$ cat src/rtl/fetch_stage.sv
// Fetch stage: owns the PC, addresses the synchronous instruction ROM and
// loads the F/D latch. Redirects flush F/D; stalls freeze PC, ROM address and F/D.
module fetch_stage #(
  parameter logic [31:0] RESET_PC = 32'h0,
  parameter int          IMEM_AW  = 12
) (
  input  logic               clock,
  input  logic               resetn,
  input  logic               stall,
  input  logic               redirect,
  input  logic [31:0]        redirect_pc,
  output logic [IMEM_AW-1:0] imem_addr,
  input  logic [31:0]        imem_q,
  output logic [31:0]        fd_insn,
  output logic [31:0]        fd_pc,
  output logic               fd_valid
);

  logic [31:0] pcF;
  logic        fValid;
  logic [31:0] pcPlus1;
  logic [31:0] nextPc;

  assign pcPlus1 = pcF + 32'd1;

  // The reset term keeps the ROM address at RESET_PC while reset is held,
  // even if a stale redirect is still asserted.
  always_comb begin
    nextPc = pcPlus1;
    if (!resetn)               nextPc = RESET_PC;
    else if (redirect)         nextPc = redirect_pc;
    else if (!fValid || stall) nextPc = pcF;
  end

  assign imem_addr = nextPc[IMEM_AW-1:0];

  always_ff @(posedge clock or negedge resetn) begin
    if (!resetn) begin
      pcF      <= RESET_PC;
      fValid   <= 1'b0;
      fd_insn  <= 32'h0;
      fd_pc    <= 32'h0;
      fd_valid <= 1'b0;
    end else begin
      pcF    <= nextPc;
      fValid <= 1'b1;
      if (redirect) begin
        fd_insn  <= 32'h0;
        fd_pc    <= 32'h0;
        fd_valid <= 1'b0;
      end else if (!stall) begin
        if (!fValid) begin
          fd_insn  <= 32'h0;
          fd_pc    <= 32'h0;
          fd_valid <= 1'b0;
        end else begin
          fd_insn  <= imem_q;
          fd_pc    <= pcPlus1;
          fd_valid <= 1'b1;
        end
      end
    end
  end

endmodule

$ cat config.mk
export PLATFORM = sky130hd
export DESIGN_NAME = fetch_stage
export DESIGN_NICKNAME = d
export VERILOG_FILES = /design/src/rtl/fetch_stage.sv
export SDC_FILE = /design/constraint.sdc
export NUM_CORES = 1
export LEC_CHECK = 0
export ABC_AREA = 1
export ABC_CLOCK_PERIOD_IN_PS = 2140
export CAP_MARGIN = 20
export CORE_MARGIN = 3
export CORE_UTILIZATION = 45
export CTS_BUF_LIST = sky130_fd_sc_hd__clkbuf_2
export DETAILED_ROUTE_END_ITERATION = 10
export GPL_TIMING_DRIVEN = 0
export PLACE_DENSITY = 0.78
export SLEW_MARGIN = 20
export SYNTH_ARGS = -nofsm -noshare
export SYNTH_HDL_FRONTEND = slang
export SYNTH_SLANG_ARGS = --single-unit
export TNS_END_PERCENT = 10
$ cat constraint.sdc
create_clock -name clock -period 2.14 [get_ports clock]
set_input_delay 0.428 -clock clock [delete_from_list [all_inputs] [get_ports clock]]
set_output_delay 0.428 -clock clock [all_outputs]
set_load 0.03 [all_outputs]
# == Word level (Yosys, flattened, before mapping) ==
# Index checks and enable logic that the tools add are counted.
# totals
regBits,98
input_bits,68
out_inout_bits,77
wordCells,23
# op_classes
addsub,1
eq_ne,2
muxes,12
reduce_logical,2
# ops
operator,n
$mux W32,9
$add A32 B1 Y32 const B,1
$mux W1,3
$ne A3 B3 Y1 const B,1
$ne A2 B1 Y1 const B,1
$logic_not A1 Y1,1
$logic_or A1 B1 Y1,1

# == Longest topological paths before layout ==
# logic_depth
word_depth,5
depth_mapped,11
mapped_depth_nobuf,11

# == Least setup slack after synthesis ==
# OpenSTA, ideal clock, no wires.
# synth_timing
path_kind,input-to-output
startpoint,in stall
endpoint,out imem_addr[3]
arrival_ns,1.521
required_ns,1.712
slack_ns,0.191
path_stages,9
n_path_buf,2
cell_sequence,nor2_2 -> inv_2 -> nor2_4 -> inv_2 -> buf_2 -> a21oi_1 -> o21ai_1 -> a31oi_1 -> buf_4
# synth_via
elab_chain_len,4
# synth_lines
item,line_no,source
start: declaration,9,"input logic stall,"
$logic_or A1 B1 Y1,32,else if (!fValid || stall) nextPc = pcF;
$mux W32,32,
$mux W32,31,else if (redirect) nextPc = redirect_pc;
$mux W32,30,if (!resetn) nextPc = RESET_PC;
end: declaration,12,"output logic [IMEM_AW-1:0] imem_addr,"
# No other way between the ends. The select of a mux whose other input is x is not followed.

# == Worst setup path in the final report ==
# layout_timing
startpoint,reg pcF[1]
endpoint,out imem_addr[6]
# layout_via
elab_chain_len,4
# layout_lines
item,line_no,source
start: declaration,19,logic [31:0] pcF;
start signal: assignment,45,pcF <= nextPc;
$add A32 B1 Y32,24,assign pcPlus1 = pcF + 32'd1;
$mux W32,32,
$mux W32,31,
$mux W32,30,
# No other way between the ends. The select of a mux whose other input is x is not followed.

==> reports/results.ini <==
[critical_path]
worstSetupPathType=flop to output port
cp_common_cell=buf_6
worstPathMaxFanout=3
cp_cell_sequence=ha_2, nand2_4, buf_6, inv_2, nand2_1, o211ai_1, a31oi_2, buf_4, buf_6
cp.arrival_ns=2.34
slowest_delay_ns=0.45
start_kind=flop
slowest_stage=dfrtp_1
crit_path_end_kind=output port
worstPathRequired_ns=1.71

[timing]
fmax_mhz=361.3
rsz0062_at_grt=true
tightest_slew_ns=0.9563
slew_violations=0
fin_ws_ns=-0.6274
setup-violations-final=14
slew_headroom_pct=36.04
whs_ns=-0.1283
hold_viol_final=77
fin_skew_ns=0.04585
finalCritPeriodShare_pct=129.3
period_minus_slack_ns=2.767

[floorplanning]
start_util_pct=46.99
die_w_um=110.8
rows=37
dieArea_um2=12270
die_h_um=110.8
num_io_pins=145
core_area_um2=10510

[cts]
worstSkewPairLatency_ns=0.59
cts_buffer_depth=2
cts_hold_buf=2
clkSinkCount=98
cts_tree=built
ctsHtreeMaxLevel=3
cts_made_buffers=9
root_buffer=clkbuf_2
clkTransAtPathRegs_ns=0.28

[routing]
num_vias=5230
ant_nets=0
drc=0
routedWlPerCell_um=17.26
drt_iter0_drc=313
first_pass_iters=5
drt-total-wl_um=16620
post_drt_via_cell_ratio=5.431

[final_layout]
layout_common_cells=nand2_1 (224), dfrtp_1 (97), nand3_1 (75)
antenna_cells=0
final_common_cell=nand2_1
fin_nets=892
fin_util_pct=69.63
syn_to_final_growth_pct=48.16
drive_above_1_share_pct=18.62

[placed_design]
place_ws_ns=-1.225
place_congestion=0.9113
hpwl_um=10790
io_buffers=143

[synth]
syn_area_um2=4938
yosysWarnings=0
yosys.cell_types.count=28
synthCells=615
seq_area_frac_synth_pct=49.66
synth_edf_count=0
synth_flop_cell=dfrtp_1
syn-num-nets=684
synth-async-reset-ratio_pct=100.0
avgSynthCellArea_um2=8.030
ys_seq_elements=98

[power]
powerDensity_nw_per_um2=480.1
ir_drop_v=0.0002781
p_leak_nw=4.322

[min_path]
hold_class=primary input to asynchronous set/reset pin

[outcome]
status=finished with violations
violations=hold timing, setup timing

[global_routing]
grt_pass1_wl_um=25930
grt_use_total_pct=25.83
grt_overflow_total=0
grt_pass1_vias=5378
antenna_found_initial=0
grt_max_degree=82

[job]
maxCapViolations=0

## cell families (layout without fill, tap and decap cells)
| group | count (synthesis) | in the layout | share of synthesized area (%) |
|---|---|---|---|
| and+or+nand+nor | 364 | 364 | 32.10 |
| DFF | 98 | 98 | 49.66 |
| buffers and inverters | 83 | 295 | 7.373 |
| AOI/OAI and AO/OA | 67 | 67 | 10.36 |
| adders and majority gates | 1 | 1 | 0.2533 |
| other | 1 | 1 | 0.07593 |
| xor gates and xnor gates | 1 | 1 | 0.1774 |
## timing repair
action,4_1_cts,5_1_grt
endpoints found under the setup margin,30,56
gates resized for setup,126,57
setup buffers,46,7
endpoints found under the hold margin,67,77
pin swaps,24,14
## path summary, 6_finish.rpt
| path | from | to | slack [ns] | cells past startpoint |
|---|---|---|---|---|
| max | pcF[1]$_DFF_PN0_ | imem_addr[6] | -0.63 | 9 |
| min reg2reg | fd_pc[26]$_DFFE_PN0P_ | fd_pc[26]$_DFFE_PN0P_ | 0.54 | 2 |
| max reg2reg | pcF[1]$_DFF_PN0_ | pcF[6]$_DFF_PN0_ | -0.16 | 13 |
| max in group asynchronous | resetn | pcF[21]$_DFFE_PN0P_ | 0.92 | 3 |
| min in group clock | redirect | pcF[9]$_DFF_PN0_ | 0.31 | 5 |
| min | resetn | fd_pc[5]$_DFFE_PN0P_ | -0.13 | 3 |
## flip-flops by register name, summed over array words and instances, names as in the netlist
name and flops:
fValid 1, fd_valid 1, pcF 32, fd_pc 32
fd_insn 32
## Yosys cell counts (5+ instances only)
cell type,count,share of area [%]
a31oi_1,7,0.89
buf_4,12,1.8
a32o_1,32,6.5
clkbuf_1,20,1.5
nand2_1,229,17
buf_1,5,0.38
nand3_1,75,7.6
a21oi_1,14,1.4
nor2_4,10,2.3
buf_2,6,0.61
dfrtp_1,98,50
inv_1,33,2.5
nor2_1,37,2.8
o21ai_1,7,0.71
inv_2,7,0.53
## area by class of cell
cell class              count  area (um^2)
fillers                   825         3192
repair buffers            199         2002
flip-flops and latches     98         2454
plain buffers              41        211.5
well taps                 136        170.2
clock inverters             5        31.28
clock buffers              10        50.05
inverters                  40        155.1
multi-input cells         434         2243
## metal layers
layer	global-route usage [%]	part of all wire (%)	vias up
li1	-	-	2423
met1	30.76	37	2502
met2	43.73	49	261
met3	8.406	10	44
met4	9.360	3.0	0
met5	0	0	-
## stage by stage
step           area, um^2  setup TNS [ns]  total power [mW]  cells  hold WS [ns]
2_1_floorplan        4938               0             2.334    615        0.1324
3_3_place_gp         6540         -448.36             2.666    894        0.4850
3_5_place_dp         6569          -16.29             2.685    895        0.2958
4_1_cts              7092          -5.736             3.507    956      -0.09250
5_1_grt              7317          -7.894             3.692    963       -0.1153
6_report             7317          -6.061             3.513    963       -0.1283
## critical path: cells and delay by family, from the launching register on
kind,cells,cell delay [ns]
buffers and inverters,4,0.48
AOI/OAI and AO/OA,2,0.45
DFF,1,0.45
adders and majority gates,1,0.22
and+or+nand+nor,2,0.16
## power by group
group,internal [mW],switching (mW)
Clock,0.147,0.619
Combinational,0.339,0.413
Sequential,1.93,0.0669
Total,2.41,1.10
Note: power is estimated with default switching activity, not from simulation.
